===== src/rtl/fpu_norm_stage.sv =====
// rtl/fpu_norm_stage.sv - FPU adder normalise/round/pack stage with valid/ready handshake
module fpu_norm_stage (
  input  logic        clk_i,
  input  logic        rst_ni,
  input  logic        valid_i,
  output logic        ready_o,
  input  logic [24:0] mant_i,
  input  logic [7:0]  exp_i,
  input  logic        sign_i,
  output logic        valid_o,
  input  logic        ready_i,
  output logic [31:0] result_o
);

  typedef enum logic [1:0] {IDLE, NORM, DONE} state_t;

  state_t      state_q, state_d;
  logic [24:0] mant_q, mant_d;
  logic [7:0]  exp_q, exp_d;
  logic        sign_q, sign_d;
  logic [31:0] result_q, result_d;

  logic        rnd_up;
  logic [24:0] rnd_sum;
  logic [23:0] rnd_m;
  logic [8:0]  rnd_exp;

  // Carry-out path: drop the guard bit, round to nearest even, renormalise a round carry
  always_comb begin
    rnd_up  = mant_q[0] & mant_q[1];
    rnd_sum = {1'b0, mant_q[24:1]} + {24'h0, rnd_up};
    if (rnd_sum[24]) begin
      rnd_m   = 24'h800000;
      rnd_exp = {1'b0, exp_q} + 9'd2;
    end else begin
      rnd_m   = rnd_sum[23:0];
      rnd_exp = {1'b0, exp_q} + 9'd1;
    end
  end

  // Next-state logic: accept in IDLE, one normalisation rule per cycle in NORM, hold in DONE
  always_comb begin
    state_d  = state_q;
    mant_d   = mant_q;
    exp_d    = exp_q;
    sign_d   = sign_q;
    result_d = result_q;
    case (state_q)
      IDLE: begin
        if (valid_i) begin
          mant_d  = mant_i;
          exp_d   = exp_i;
          sign_d  = sign_i;
          state_d = NORM;
        end
      end
      NORM: begin
        state_d = DONE;
        if (exp_q == 8'hFF) begin
          result_d = {sign_q, 8'hFF, 23'h0};
        end else if (mant_q == 25'h0) begin
          result_d = {sign_q, 31'h0};
        end else if (exp_q == 8'h00) begin
          result_d = {sign_q, 31'h0};
        end else if (mant_q[24]) begin
          if (rnd_exp >= 9'd255) begin
            result_d = {sign_q, 8'hFF, 23'h0};
          end else begin
            result_d = {sign_q, rnd_exp[7:0], rnd_m[22:0]};
          end
        end else if (mant_q[23]) begin
          result_d = {sign_q, exp_q, mant_q[22:0]};
        end else if (exp_q == 8'h01) begin
          // Another shift would need a denormal exponent; flush instead
          result_d = {sign_q, 31'h0};
        end else begin
          mant_d  = {mant_q[23:0], 1'b0};
          exp_d   = exp_q - 8'd1;
          state_d = NORM;
        end
      end
      DONE: begin
        if (ready_i) begin
          state_d = IDLE;
        end
      end
      default: begin
        state_d = IDLE;
      end
    endcase
  end

  // State and datapath registers; reset aborts any operation in flight
  always_ff @(posedge clk_i or negedge rst_ni) begin
    if (!rst_ni) begin
      state_q  <= IDLE;
      mant_q   <= 25'h0;
      exp_q    <= 8'h0;
      sign_q   <= 1'b0;
      result_q <= 32'h0;
    end else begin
      state_q  <= state_d;
      mant_q   <= mant_d;
      exp_q    <= exp_d;
      sign_q   <= sign_d;
      result_q <= result_d;
    end
  end

  assign ready_o  = (state_q == IDLE);
  assign valid_o  = (state_q == DONE);
  assign result_o = result_q;

endmodule


===== config.mk =====
export PLATFORM = sky130hd
export DESIGN_NAME = fpu_norm_stage
export DESIGN_NICKNAME = d
export VERILOG_FILES = /design/src/rtl/fpu_norm_stage.sv
export SDC_FILE = /design/constraint.sdc
export NUM_CORES = 1
export LEC_CHECK = 0
export ABC_AREA = 0
export CORE_UTILIZATION = 46
export CTS_BUF_LIST = sky130_fd_sc_hd__clkbuf_4 sky130_fd_sc_hd__clkbuf_8
export DETAILED_ROUTE_END_ITERATION = 7
export HOLD_SLACK_MARGIN = 0.06
export PLACE_DENSITY = 0.8
export SLEW_MARGIN = 10
export SYNTH_ARGS = -nofsm -noshare
export SYNTH_HDL_FRONTEND = slang
export SYNTH_SLANG_ARGS = --single-unit

===== constraint.sdc =====
create_clock -name clk_i -period 4 [get_ports clk_i]
set_input_delay 1 -clock clk_i [delete_from_list [all_inputs] [get_ports clk_i]]
set_output_delay 1 -clock clk_i [all_outputs]
set_load 0.01 [all_outputs]

Word-level counts from Yosys, hierarchy flattened
Index checks and enable logic that the tools add are counted.
{ "word_totals": {"ff_bits": 68, "word_cells": 70, "input_bits": 38, "output_inout_bits": 34} }
{ "classes": {"add_sub_neg": 4, "magnitude_cmp": 1, "n_bitwise": 1, "n_reduce_logical": 11, "muxes": 34, "eq_ne": 12} }
{ "ops": {"columns": ["cell", "n"], "rows": [
  ["32-bit 2-to-1 mux", 6],
  ["25-bit 2-to-1 mux", 5],
  ["8-bit 2-to-1 mux", 7],
  ["25-bit case mux with 2 select lines", 1],
  ["24-bit 2-to-1 mux", 2],
  ["31-bit 2-to-1 mux", 1],
  ["24-bit by 1-bit adder with 25-bit output", 1],
  ["25-bit logical NOT", 1],
  ["23-bit 2-to-1 mux", 1],
  ["2-bit 2-to-1 mux", 8],
  ["8-bit case mux with 2 select lines", 1],
  ["2-bit != test, second input constant", 7],
  ["8-bit by 1-bit adder with 9-bit output, second input constant", 1],
  ["8-bit by 2-bit adder with 9-bit output, second input constant", 1],
  ["9-bit by 8-bit greater-or-equal comparator with 1-bit output, second input constant", 1],
  ["9-bit 2-to-1 mux", 1],
  ["8-bit by 1-bit equality test with 1-bit output, second input constant", 1],
  ["8-bit equality test, second input constant", 1],
  ["8-bit logical NOT", 1],
  ["8-bit AND reduction", 1],
  ["8-bit by 1-bit subtractor with 8-bit output, second input constant", 1],
  ["2-bit case mux with 3 select lines", 1],
  ["2-bit AND reduction", 3],
  ["6-bit AND reduction", 1],
  ["other kinds (8)", 8]
]} }

Logic depth before layout (Yosys ltp)
Gate-level depths: netlist of run 1.
{ "logic_depth": {"ltp_word": 9, "mapped_depth": 13, "ltp_nobuf": 10} }

Worst setup path before layout of run 1
Ideal clock, no wire load.
{ "synth_timing": {"kind": "register to register", "from": "reg mant_q[1]", "to": "reg result_q[29], in the netlist result_o[29]", "setup_time_ps": 126, "required_time_ps": 3874, "path_slack_ps": 1107, "n_path_buf": 2, "stages_incl_launch_ff": 13, "t_arrival_ps": 2767, "cell_sequence": "dfrtp_1 -> and2_1 -> ha_1 -> nand3_2 -> or3_1 -> buf_2 -> or3_4 -> buf_6 -> mux2i_1 -> or2b_2 -> xor2_2 -> nand4_1 -> a221o_1"} }
{ "synth_via": {"elab_chain_len": 9, "elab_cells_between_ends": 12} }
{ "synth_lines": {"columns": ["element", "line", "text"], "rows": [
  ["start: declaration", "18", "logic [24:0] mant_q, mant_d;"],
  ["start signal: assignment", "103", "mant_q <= mant_d;"],
  ["1-bit bitwise AND", "30", "rnd_up = mant_q[0] & mant_q[1];"],
  ["24-bit by 1-bit adder with 25-bit output", "31", "rnd_sum = {1'b0, mant_q[24:1]} + {24'h0, rnd_up};"],
  ["9-bit 2-to-1 mux", "32", "if (rnd_sum[24]) begin"],
  ["9-bit by 8-bit greater-or-equal comparator with 1-bit output", "66", "if (rnd_exp >= 9'd255) begin"],
  ["31-bit 2-to-1 mux", "66", null],
  ["32-bit 2-to-1 mux", "65", "end else if (mant_q[24]) begin"],
  ["32-bit 2-to-1 mux", "63", "end else if (exp_q == 8'h00) begin"],
  ["32-bit 2-to-1 mux", "61", "end else if (mant_q == 25'h0) begin"],
  ["32-bit 2-to-1 mux", "59", "if (exp_q == 8'hFF) begin"],
  ["end signal: assignment", "106", "result_q <= result_d;"],
  ["end: declaration", "21", "logic [31:0] result_q, result_d;"]
]} }
Parallel ways exist; a longest one is shown, timed or not.
A chain may end at the register's enable or synchronous reset.

Worst setup path in the final report of run 1
{ "layout_timing": {"from": "reg mant_q[1]", "to": "reg result_q[1], in the netlist result_o[1]"} }
The elaborated chain is that of the path after synthesis.

==> results.txt, run 1 <==
The floorplan step defined a die boundary enclosing 9864 sq um. For this run, design rule violations remaining after detail routing come to 0. The tools report the count of mapped cells out of synthesis as 528. TritonCTS built the clock tree. The tools report the initial antenna violation count as 0.

Summed over all cells, the static leakage comes to 2.096 nW. In this run the count of I/O pins placed on the die edge is 72. X dimension of the die: 99.32 microns. For the final number of hold-violating endpoints, the log shows 0. Dividing the final minimum period by the clock period gives 80.85%. From bottom edge to top edge, the die measures 99.32 microns. The tools report the achievable frequency as 0.3092 GHz.

From synthesis to final layout, the design area changed by 20.22%. Fill cells in the final layout number 846. The number of vias per cell after detailed routing came out at 5.966.

Between clock sinks in the finished design, the worst skew comes to 0.009716 ns. For this run the aggregate overflow at the end of global routing stands at 0. After Yosys synthesis, XOR and XNOR cells account for 4.796% of the synthesized area. The run gives 0 as the number of max-cap violations. The worst flop-to-flop path endpoint is result_o[1]. The clock transition time at the flip-flop clock pins of the worst setup and hold paths is 0.08 ns, and the headroom to the max-slew limit is 20.51%. The end point of the critical path was result_o[1].

The worst setup path is captured at a flop. For the finished layout, the period the worst path requires is 3.234 ns. For the buffer depth of the longest clock path, the log shows 2.

The run gives 682 as the post-route non-filler standard cell count. At the end of routability-driven placement, the weighted congestion stood at 0.8917. The start point of the worst hold path was result_o[26].

Summed over all nets, the half-perimeter wirelength after detailed placement is 8234 microns. The overall track demand over capacity in global routing was 24.82%; the largest voltage drop on the vdd net was 401.5 uV. Of all flip-flops after synthesis, the portion carrying an async set or reset was 100.0%. The total setup violations reported at the end of the flow was 0. The flow ran to the end, and the final reports show no timing, DRC or antenna violations. The most critical setup path has its startpoint at mant_q[1]. The detailed-routing iteration count for the pre-antenna-repair pass came out at 6. The critical path is of the flop to flop type.

The global-route wire length before repair came out at 19,410 microns. Buffers placed on the I/O ports in this run total 71. By area, the combinational part of the netlist is dominated by simple AND/OR/NAND/NOR gates. At the pin with the least slew margin, the transition time is 1.192 ns. The synthesized design contains 0 enable-type register cells. The synthesized netlist devotes 24.41% of its cell area to simple gates. Register bit count reported by yosys: 68.

The worst min-delay path category is flop to flop. Overall power consumption after layout is estimated at 4.311 mW. For the count of placed standard cells including taps, the log shows 666.

The count of instances resized after the clock tree is built was 0. The areal power density over the cells came out at 823.0 nW/um^2. The cell area that synthesis handed to floorplanning was 4357 sq um.

Once the floorplan was initialized, standard cells occupied 47.37% of the core. For this run, the leading register cell type out of synthesis is dfrtp_1. The required time of the critical path was 4.26 ns; the adder and majority cell fraction of the synthesized area was 2.585%. The final layout contains 613 nets.

Counting distinct cell types in the post-synthesis netlist gives 55. Setup slack on the worst reg-to-reg path comes out at 0.77 ns. The logs give 3.50 ns for the arrival time of data at the critical path endpoint and 575 for the synthesized net count.

The detailed router placed 4,069 vias in this run. In the final layout, the share of cells above drive strength 1 is 8.757%. The synthesis warning total is 0. The via count of the first global-routing pass is 3,811, and the share of synthesized area spent on multiplexers is 2.154%.

The tools report the beginning of the worst register-to-register path as mant_q[1]. The pin count of the biggest net entering global routing is 47, and the total length of routed wires is 11,480 microns. Later-pin clock latency in the skew report: 0.35 ns. After the first detailed-routing iteration, the DRC count stood at 330. The depth of the worst register-to-register path came out at 10.

The largest driver fanout on the critical path was 12. CTS placed an instance of clkbuf_8 at the clock tree root. After detailed routing, the average wire length per cell comes to 16.84 microns.

The total negative slack for setup checks is 0 ns, and the area of the core region is 9196 sq um. The sink count of the clock tree was 68; the hold-fix buffer count after cts was 0. The final antenna diode count is 0, and the number of buffers added by the clock tree synthesis step is 9. The tightest hold path in the finished design has a slack of 0.4787 ns. Summing the areas of all compound-gate instances in the mapped netlist gives 20.65% of the synthesized area.

The H-tree generated during clock tree synthesis spans 3 levels. STA classifies the critical path startpoint as a flop. The detail route stage leaves a number of antenna-violating nets equal to 0.

The tools report the number of max-slew violations in the final report as 0. Setup repair after global routing left no endpoint under its margin. Row generation in the floorplan step produced 35 rows. The proportion of synthesized chip area in sequential cells is 39.06%.

The average instance in the mapped netlist occupies 8.251 sq um. For the post-CTS setup repair buffer count, the log shows 0.
-- registers in the layout, indices dropped and copies added, names as in the netlist --
name and count:
sign_q 1, mant_q 25, exp_q 8, result_o 32
state_q 2
-- area by class of cell --
cell class / count / area, sq um / share of cell area [%]
clock buffer: 9 / 123.9 / 2.365
clock inverter: 7 / 75.07 / 1.433
tap: 111 / 138.9 / 2.652
inverter: 11 / 41.29 / 0.7883
sequential: 68 / 1702 / 32.49
multi-input combinational: 398 / 2399 / 45.80
timing repair buffer: 78 / 758.2 / 14.48
-- routing by layer --
layer  share of wire, %  global-route usage [%]  up-vias
met4                1.9                   7.919        0
met1                 46                   36.24     1916
met3                7.3                   3.795       19
li1                   -                       -     1962
met2                 45                   37.87      172
met5                  0                       0        -
-- through the flow --
stage / setup WS (ns) / utilization, % / instance area [sq um]
after floorplan: 1.107 / - / 4357
after global placement: 0.8972 / 54.79 / 5039
after detailed placement: 0.7800 / 54.79 / 5039
after CTS: 0.7916 / 56.95 / 5238
after global routing: 0.4713 / 56.95 / 5238
final: 0.7660 / 56.95 / 5238
-- worst max-delay path, cell delays in order, from the launching register on --
cell and delay [ns]:
dfrtp_1 0.44, and2_1 0.15, ha_1 0.19, nand3_2 0.14, or3_1 0.43, or3_4 0.52
a21boi_1 0.26, a21oi_1 0.12, nand4_2 0.15, nand4_2 0.46, o21ai_1 0.29
-- synth_stat cells, types with 10 or more instances --
library cell | n | area, sq um
a21oi_1 | 23 | 115.1
a22oi_1 | 24 | 180.2
a31oi_1 | 23 | 143.9
clkbuf_1 | 36 | 135.1
dfrtp_1 | 68 | 1702
inv_1 | 10 | 37.54
nand2_1 | 58 | 217.7
nand3_1 | 42 | 210.2
nand4_1 | 14 | 87.58
nor2_1 | 57 | 214.0
nor3_1 | 11 | 55.05
o21ai_0 | 19 | 95.09
o21ai_1 | 12 | 60.06
xnor2_1 | 10 | 87.58
xor2_1 | 12 | 105.1
-- cell usage in the layout, fill, tap and decap left out, drive strengths merged, types with 3 or more instances in the layout --
| cell | synthesis | layout |
|---|---|---|
| a211oi | 4 | 4 |
| xor2 | 13 | 13 |
| buf | 15 | 8 |
| inv | 10 | 12 |
| nand3 | 43 | 43 |
| o21a | 3 | 3 |
| mux2 | 3 | 3 |
| nor4 | 6 | 6 |
| ha | 9 | 9 |
| a21oi | 23 | 23 |
| clkdlybuf4s50 | 0 | 70 |
| nor3 | 12 | 12 |
| nor2 | 57 | 57 |
| xnor2 | 10 | 10 |
| o21ai | 40 | 40 |
| and2 | 5 | 5 |
| a22oi | 24 | 24 |
| dfrtp | 68 | 68 |
| a211o | 3 | 3 |
| and3 | 3 | 3 |
| clkbuf | 36 | 9 |
| nand4 | 17 | 17 |
| or3 | 6 | 6 |
| nand2 | 58 | 58 |
| mux2i | 6 | 6 |
| clkinvlp | 0 | 3 |
| a31oi | 23 | 23 |
| nand2b | 7 | 7 |
-- kinds of logic after synthesis --
logic type                 count (synthesis)
and+or+nand+nor                          219
AOI/OAI and AO/OA                        138
DFF                                       68
buffers and inverters                     62
xor gates and xnor gates                  23
muxes                                      9
adders and majority gates                  9
-- power breakdown --
part | switching, mW | internal (mW) | leakage [nW]
clock network | 0.290 | 0.291 | 0.0923
logic | 1.16 | 0.977 | 1.18
registers | 0.571 | 1.02 | 0.820
total | 2.02 | 2.29 | 2.10
-- how the worst min path moves through the flow --
stage              endpoint  depth (start not counted)
2_1_floorplan        sign_q                          1
3_3_place_gp   result_o[26]                          1
3_5_place_dp   result_o[26]                          1
4_1_cts        result_o[26]                          1
5_1_grt        result_o[26]                          1
6_report       result_o[26]                          1
(Power assumes the default switching activity.)
==> run 2, diff against run 1 <==
Settings changed: PLACE_DENSITY 0.8 to 0.83.
Clock period 4 ns to 2.6 ns, I/O delays scaled along.
==> results.txt, run 2 (synthesized netlist as in run 1, its figures left out) <==
The flow ran to the end, but the final reports show violations. The final reports fail on negative setup slack. Detailed-routing iteration count for the pre-antenna-repair pass: 5 (-1). The placed cell area was 5602 sq um (+11%); the buffer depth of the longest clock path was 2 (unchanged).

The critical path is of the flop to flop type. The logs give 9196 sq um (unchanged) for the area of the core region and 11.4% (-2.1 points) for the clock power share. The share of post-route cells with drive strength above 1 came out at 21.68% (+13 points). The run gives 9 (unchanged) as the number of buffers added by the clock tree synthesis step.

The via total after detailed routing was 4,438 (+9.1%). In the layout the commonest cells are 71 x buf_4, 70 x clkdlybuf4s50_1, 68 x dfrtp_1. The tools report the via count of the first global-routing pass as 4,281 (+12%).

The number of I/O port buffers is 71 (unchanged), and the total negative slack for setup checks is -0.2318 ns (-0.2318 ns). The pin count of the biggest net entering global routing is 69 (+47%), and the cell-internal power is 4.201 mW (+84%). The number of nets with antenna violations after routing is 0 (unchanged).

TritonCTS built the clock tree. The required time of the critical path came out at 2.83 ns (-1.43 ns). The static leakage power came out at 2.482 nW (+18%).

On the critical path the largest part of the delay comes from simple AND/OR/NAND/NOR gates. The largest driver fanout on the critical path was 7 (-5). The power consumption was 7.599 mW (+76%); the effective utilization at floorplan was 47.37% (unchanged). The chip height works out to 99.32 microns (unchanged). The final number of hold-violating endpoints came out at 0 (unchanged). For the die outline area, the log shows 9864 sq um (unchanged). The number of buffer and inverter instances along the worst setup path came out at 2 (+2). The arrival time of data at the critical path endpoint was 2.87 ns (-0.63 ns); the x dimension of the die was 99.32 microns (unchanged). The post-layout instance area was 5966 sq um (+14%).

The startpoint identified for the worst register-to-register timing path is mant_q[1]. For the global-route wire length before repair, the log shows 21,170 microns (+9.1%). Counting stages on the worst path, the most repeated cell is or3_4.

Depth of the worst register-to-register path: 12 (+2). The element type at the critical path start was a flop. The post-route minimum period was 2.639 ns (-0.5947 ns); the hold-fix buffer count after cts was 0 (unchanged). Headroom to the max-slew limit: 61.63% (+41 points). The worst flop-to-flop path endpoint is result_o[9]. The areal power density over the cells came out at 1274 nW/um^2 (+55%).

In this run the worst hold path is classified as input port to asynchronous set/reset pin. The tools report the final standard cell utilization of the core as 64.87% (+7.9 points). The root buffer cell chosen for the clock tree is clkbuf_8.

The clock transition time at the flip-flop clock pins of the worst setup and hold paths is 0.08 ns (about the same). From synthesis to final layout, the design area changed by 36.93%. Peak per-stage delay on the critical path: 0.47 ns (-0.05 ns). The weighted congestion reported at the end of routability-driven placement is 0.9171 (+2.8%), and the average wire per cell in the routed design is 17.20 microns (+2.2%).

The share of the cycle needed by the critical path after routing is 101.5% (+21 points), and the number of flip-flops in the largest register is 32 (unchanged). Achievable frequency: 0.3789 GHz (+23%). The overall track demand over capacity in global routing is 27.42% (+2.6 points), and the final antenna diode count is 0 (unchanged). The most common library cell in the layout ignoring fill and taps was buf_4.

The total setup violations reported at the end of the flow was 11 (+11); the count of boundary I/O pins was 72 (unchanged). The fraction of power spent switching nets came out at 44.72% (-2.3 points). The combinational share of power came out at 62.4% (+13 points). The tools report the sink count of the clock tree as 68 (unchanged). Among all stages on the critical path, the largest delay is contributed by or3_4.

The worst setup path is captured at a flop. The power dissipated by switching net loads was 3.398 mW (+68%); the HPWL after detailed placement was 9363 microns (+14%). The tools report the aggregate global routing overflow as 0 (unchanged). Transition time at the pin with the least slew margin: 0.5712 ns (-0.6205 ns). The number of DRC markers after the initial detailed-route iteration is 272 (-18%), and the number of vias per cell after detailed routing is 5.902 (-1.1%).

For the initial antenna violation count, the log shows 0 (unchanged). For the minimum setup slack in the final design, the log shows -0.03931 ns (-0.8053 ns). The critical path goes through and2_4, ha_4, nand3_2, or3_4, or3_4, mux2i_2, buf_4, a21oi_2, nand4_2, nand4_4, clkbuf_16, o21ai_2. The total length of routed wires came out at 12,930 microns (+13%). The largest voltage drop on the vdd net is 655.5 uV (+63%), and the number of max-cap violations is 0 (unchanged).

The later-pin clock latency in the skew report is 0.34 ns (about the same). The sequential share of power was 26.1% (-11 points); the clock skew was 0.006906 ns (-0.002810 ns). The register-to-register setup slack came out at -0.04 ns (-0.81 ns).

The number of max-slew violations in the final report came out at 0 (unchanged). The logs give 684 (+12%) for the total number of nets in the final design and 3 (unchanged) for the number of levels the H-tree was split into. The post-detailed-route DRC marker count is 0 (unchanged), and the final worst hold slack is 0.3126 ns (-0.1661 ns). Setup repair after global routing could not meet its margin everywhere. The total number of placement rows was 35 (unchanged).
[run 2: cell types whose count changed in the layout (fill, tap and decap cells not counted), moves of 3 or more]
cell,previous run,this run
clkinvlp_4,3,0
buf_4,7,71
buf_12,0,5
mux2i_1,6,3
[run 2: power by group through the flow]
stage	logic [mW]	clock network, mW	registers, mW
final	4.74	0.870	1.99
after global routing	5.20	0.918	2.04
after CTS	4.57	0.867	1.97
after detailed placement	4.49	0	1.99
after global placement	4.37	0	1.96
after floorplan	2.66	0	1.95
[run 2: cell type report]
cell class / instances / area, sq um
Clock buffer: 10 / 131.4
Clock inverter: 5 / 53.80
Fill cell: 732 / 3231
Inverter: 11 / 41.29
Multi-Input combinational cell: 398 / 2524
Sequential cell: 68 / 1702
Tap cell: 111 / 138.9
Timing Repair Buffer: 149 / 1375
[run 2: per-layer routing]
layer  wire length (microns)  track usage, %  vias up
met4                     229           8.710        0
met1                    5844           37.91     2134
met3                     757           4.216       17
met2                    6103           44.39      185
li1                        -               -     2102
met5                       0               0        -
[run 2: through the flow]
| step | std cells | setup WS (ns) |
|---|---|---|
| 3_5_place_dp | 732 | -0.1053 |
| 6_report | 752 | -0.03931 |
| 3_3_place_gp | 732 | -0.03424 |
| 5_1_grt | 752 | -0.1873 |
| 2_1_floorplan | 528 | -0.1900 |
| 4_1_cts | 749 | -0.03648 |
[run 2: worst max-delay path by stage]
stage / to / from / cells after the start / slack (ns)
final: result_o[9] / mant_q[1] / 12 / -0.04
after detailed placement: result_o[27] / mant_q[1] / 11 / -0.11
after global placement: result_o[21] / mant_q[0] / 12 / -0.03
after floorplan: result_o[29] / mant_q[1] / 12 / -0.19
after CTS: result_o[29] / mant_q[0] / 10 / -0.04
after global routing: result_o[29] / mant_q[1] / 11 / -0.19
[run 2: timing repair]
| action | 4_1_cts | 5_1_grt |
|---|---|---|
| pin swaps | 4 | 18 |
| resized for setup | 10 | 14 |
| gates cloned | 0 | 1 |
| endpoints found under the setup margin | 28 | 58 |
| buffers inserted | 2 | 2 |
==> run 3, diff against run 2 <==
Settings changed: DONT_BUFFER_PORTS set to 1, PLACE_DENSITY 0.83 to 0.73, SETUP_SLACK_MARGIN set to 0.05.
==> results.txt, run 3 (synthesized netlist as in run 1, its figures left out) <==
The run finished with clean final reports. The run gives 9864 sq um (unchanged) as the die outline area. Areal power density over the cells: 1378 nW/um^2 (+8.2%). The number of I/O port buffers is 0 (-100%), and the number of vias per cell after detailed routing is 6.121 (+3.7%). The number of max-cap violations is 0 (unchanged). The later-pin clock latency in the skew report was 0.36 ns (+0.02 ns). The master cell of the clock root buffer is clkbuf_8. Setup repair after global routing could not meet its margin everywhere.

Combined area of the multi-input logic cells: 2566 sq um (+1.7%). STA classifies the critical path startpoint as a flop. The required time of the critical path was 2.84 ns (about the same).

The cell-internal power was 3.964 mW (-5.6%). The largest driver fanout on the critical path works out to 7 (unchanged). Area of the core region: 9196 sq um (unchanged).

The library cell used most frequently in the layout, excluding fill and tap cells, is dfrtp_1. The run gives 21.58% (-40 points) as the headroom to the max-slew limit. The met2 routing resource usage after global routing came out at 41.77% (-2.6 points).

Final antenna diode count: 0 (unchanged). The logs give 331 (+22%) for the number of DRC markers after the initial detailed-route iteration and 9 (unchanged) for the number of buffers added by the clock tree synthesis step. The register-to-register setup slack was 0.03 ns (+0.07 ns).

The average wire per cell in the routed design is 18.91 microns (+9.9%), and the final number of hold-violating endpoints is 0 (unchanged). The logs give 15.6% (+4.2 points) for the clock power share and 9001 microns (-3.9%) for the HPWL after detailed placement. Combinational share of power: 55.6% (-6.8 points). The worst setup path is captured at a flop. The post-route minimum period works out to 2.567 ns (-0.07204 ns). The total length of routed wires is 12,800 microns (-1.0%), and the sequential cell area in the final layout is 1703 sq um (about the same). The number of levels the H-tree was split into came out at 3 (unchanged).

The static leakage power is 2.234 nW (-10%), and the sequential share of power is 28.8% (+2.7 points). Peak per-stage delay on the critical path: 0.42 ns (-0.05 ns). The share of post-route cells with drive strength above 1 is 24.91% (+3.2 points). Total number of nets in the final design: 608 (-11%). The routing layer with the top usage in global route is met2. The detailed-routing iteration count for the pre-antenna-repair pass is 7 (+2). The master of the slowest instance on the critical path is or3_4. The path class of the tightest hold or removal check is input port to asynchronous set/reset pin.

The pin count of the biggest net entering global routing was 69 (unchanged); the achievable frequency was 0.3895 GHz (+2.8%). The tools report the met1 usage as 35.44% (-2.5 points). The tools report the minimum setup slack in the final design as 0.03273 ns (+0.07204 ns). For the arrival time of data at the critical path endpoint, the log shows 2.81 ns (-0.06 ns).

The tools report the initial antenna violation count as 0 (unchanged). The tools report the effective utilization at floorplan as 47.37% (unchanged). The total number of placement rows is 35 (unchanged).

The chip height was 99.32 microns (unchanged); the sink count of the clock tree was 68 (unchanged). The post-detailed-route DRC marker count is 0 (unchanged), and the number of inserted filler cells in the final layout is 789 (+7.8%). Buffer depth of the longest clock path: 2 (unchanged). Traced cell by cell, the critical path runs through and2_4, ha_4, nand3_2, or3_4, or3_4, a21boi_4, xnor2_2, nand4_1, buf_4, nand3_4, buf_6, o21ai_1.

The depth of the worst register-to-register path is 12 (unchanged), and the number of flip-flops in the largest register is 32 (unchanged). TritonCTS built the clock tree. The global-route wire length before repair is 20,470 microns (-3.3%), and the via total after detailed routing is 4,144 (-6.6%). Count of placed standard cells including taps: 655 (-11%).

The tools report the post-placement worst setup slack as -0.1552 ns (-0.04985 ns). For the clock skew, the log shows 0.01442 ns (+0.007509 ns). The weighted congestion reported at the end of routability-driven placement is 0.9020 (-1.6%), and the fraction of power spent switching nets is 46.12% (+1.4 points).

Number of nets with antenna violations after routing: 0 (unchanged). The signed area change from the synthesized netlist to the final layout is 22.57%. Worst flop-to-flop path endpoint: result_o[15]. The power dissipated by switching net loads came out at 3.393 mW (-0.16%). The worst setup path is of the flop to flop kind.

The tools report the total negative slack for setup checks as 0 ns (+0.2318 ns). In the layout the commonest cells are 67 x dfrtp_1, 63 x buf_4, 57 x nand2_1. The aggregate global routing overflow was 0 (unchanged); the number of max-slew violations in the final report was 0 (unchanged). The share of the cycle needed by the critical path after routing was 98.74% (-2.8 points). The overall track demand over capacity in global routing is 26.50% (-0.92 points).

The transition time at the pin with the least slew margin was 1.176 ns (+0.6045 ns); the post-route non-filler standard cell count was 677 (-10%). The most numerous cell type found on the critical path is or3_4. Count of boundary I/O pins: 72 (unchanged).

The startpoint identified for the worst register-to-register timing path is mant_q[0]. The total setup violations reported at the end of the flow was 0 (-11); the clock transition time at the flip-flop clock pins of the worst setup and hold paths was 0.09 ns (about the same). The x dimension of the die is 99.32 microns (unchanged).

The via count of the first global-routing pass is 4,010 (-6.3%). Tracing the worst setup path back leads to its startpoint at mant_q[0]. The logs give 5.833% (+1.6 points) for the met3 layer usage reported by global route and 588.3 uV (-10%) for the largest voltage drop on the vdd net.
run 3: worst max path at each step:
stage,endpoint,slack (ns),cells past startpoint
final,result_o[15],0.03,12
after global routing,result_o[12],-0.11,10
after CTS,result_o[15],-0.02,11
after detailed placement,result_o[15],-0.16,11
after global placement,result_o[16],-0.09,11
after floorplan,result_o[29],-0.19,12
run 3: layout make-up:
type	instances	share of cell area (%)
clock buffers	11	2.835
clock inverters	5	1.992
flip-flops and latches	68	31.89
multi-input cells	398	48.06
repair buffers	73	11.86
inverters	11	0.7732
well taps	111	2.601
run 3: power groups by stage:
stage | clock network, mW | registers, mW | logic [mW]
after floorplan | 0 | 1.95 | 2.66
after global placement | 0 | 2.11 | 3.66
after detailed placement | 0 | 2.12 | 3.75
after CTS | 1.15 | 2.11 | 3.85
after global routing | 1.19 | 2.18 | 4.53
final | 1.15 | 2.12 | 4.09
run 3: metal layers:
layer,up-vias,share of wire (%)
li1,1943,-
met1,1983,43
met2,187,46
met3,31,8.5
met4,0,2.7
met5,-,0
run 3: per-stage QoR:
| stage | hold WS, ns | power (mW) | util (%) | instance area (sq um) |
|---|---|---|---|---|
| floorplan | 0.3544 | 4.618 | - | 4368 |
| global placement | 0.3576 | 5.766 | 52.34 | 4813 |
| detailed placement | 0.3556 | 5.875 | 52.34 | 4813 |
| CTS | 0.1719 | 7.110 | 55.99 | 5149 |
| global route | 0.1839 | 7.909 | 58.07 | 5340 |
| finish | 0.1636 | 7.357 | 58.07 | 5340 |
run 3: repair_timing:
item	in CTS	in global routing
gates cloned	0	1
hold endpoints to repair	68	0
buffers inserted	3	2
gates resized for setup	9	34
hold buffers	1	0
endpoints found under the setup margin	29	61
pin swaps	7	9
run 3: critical path: cells and delay by family, from the launching register on:
| kind | cells | cell delay, ns |
|---|---|---|
| AOI/OAI and AO/OA | 2 | 0.28 |
| xor gates and xnor gates | 1 | 0.14 |
| adders and majority gates | 1 | 0.12 |
| buffers and inverters | 2 | 0.30 |
| DFF | 1 | 0.37 |
| and+or+nand+nor | 6 | 1.24 |
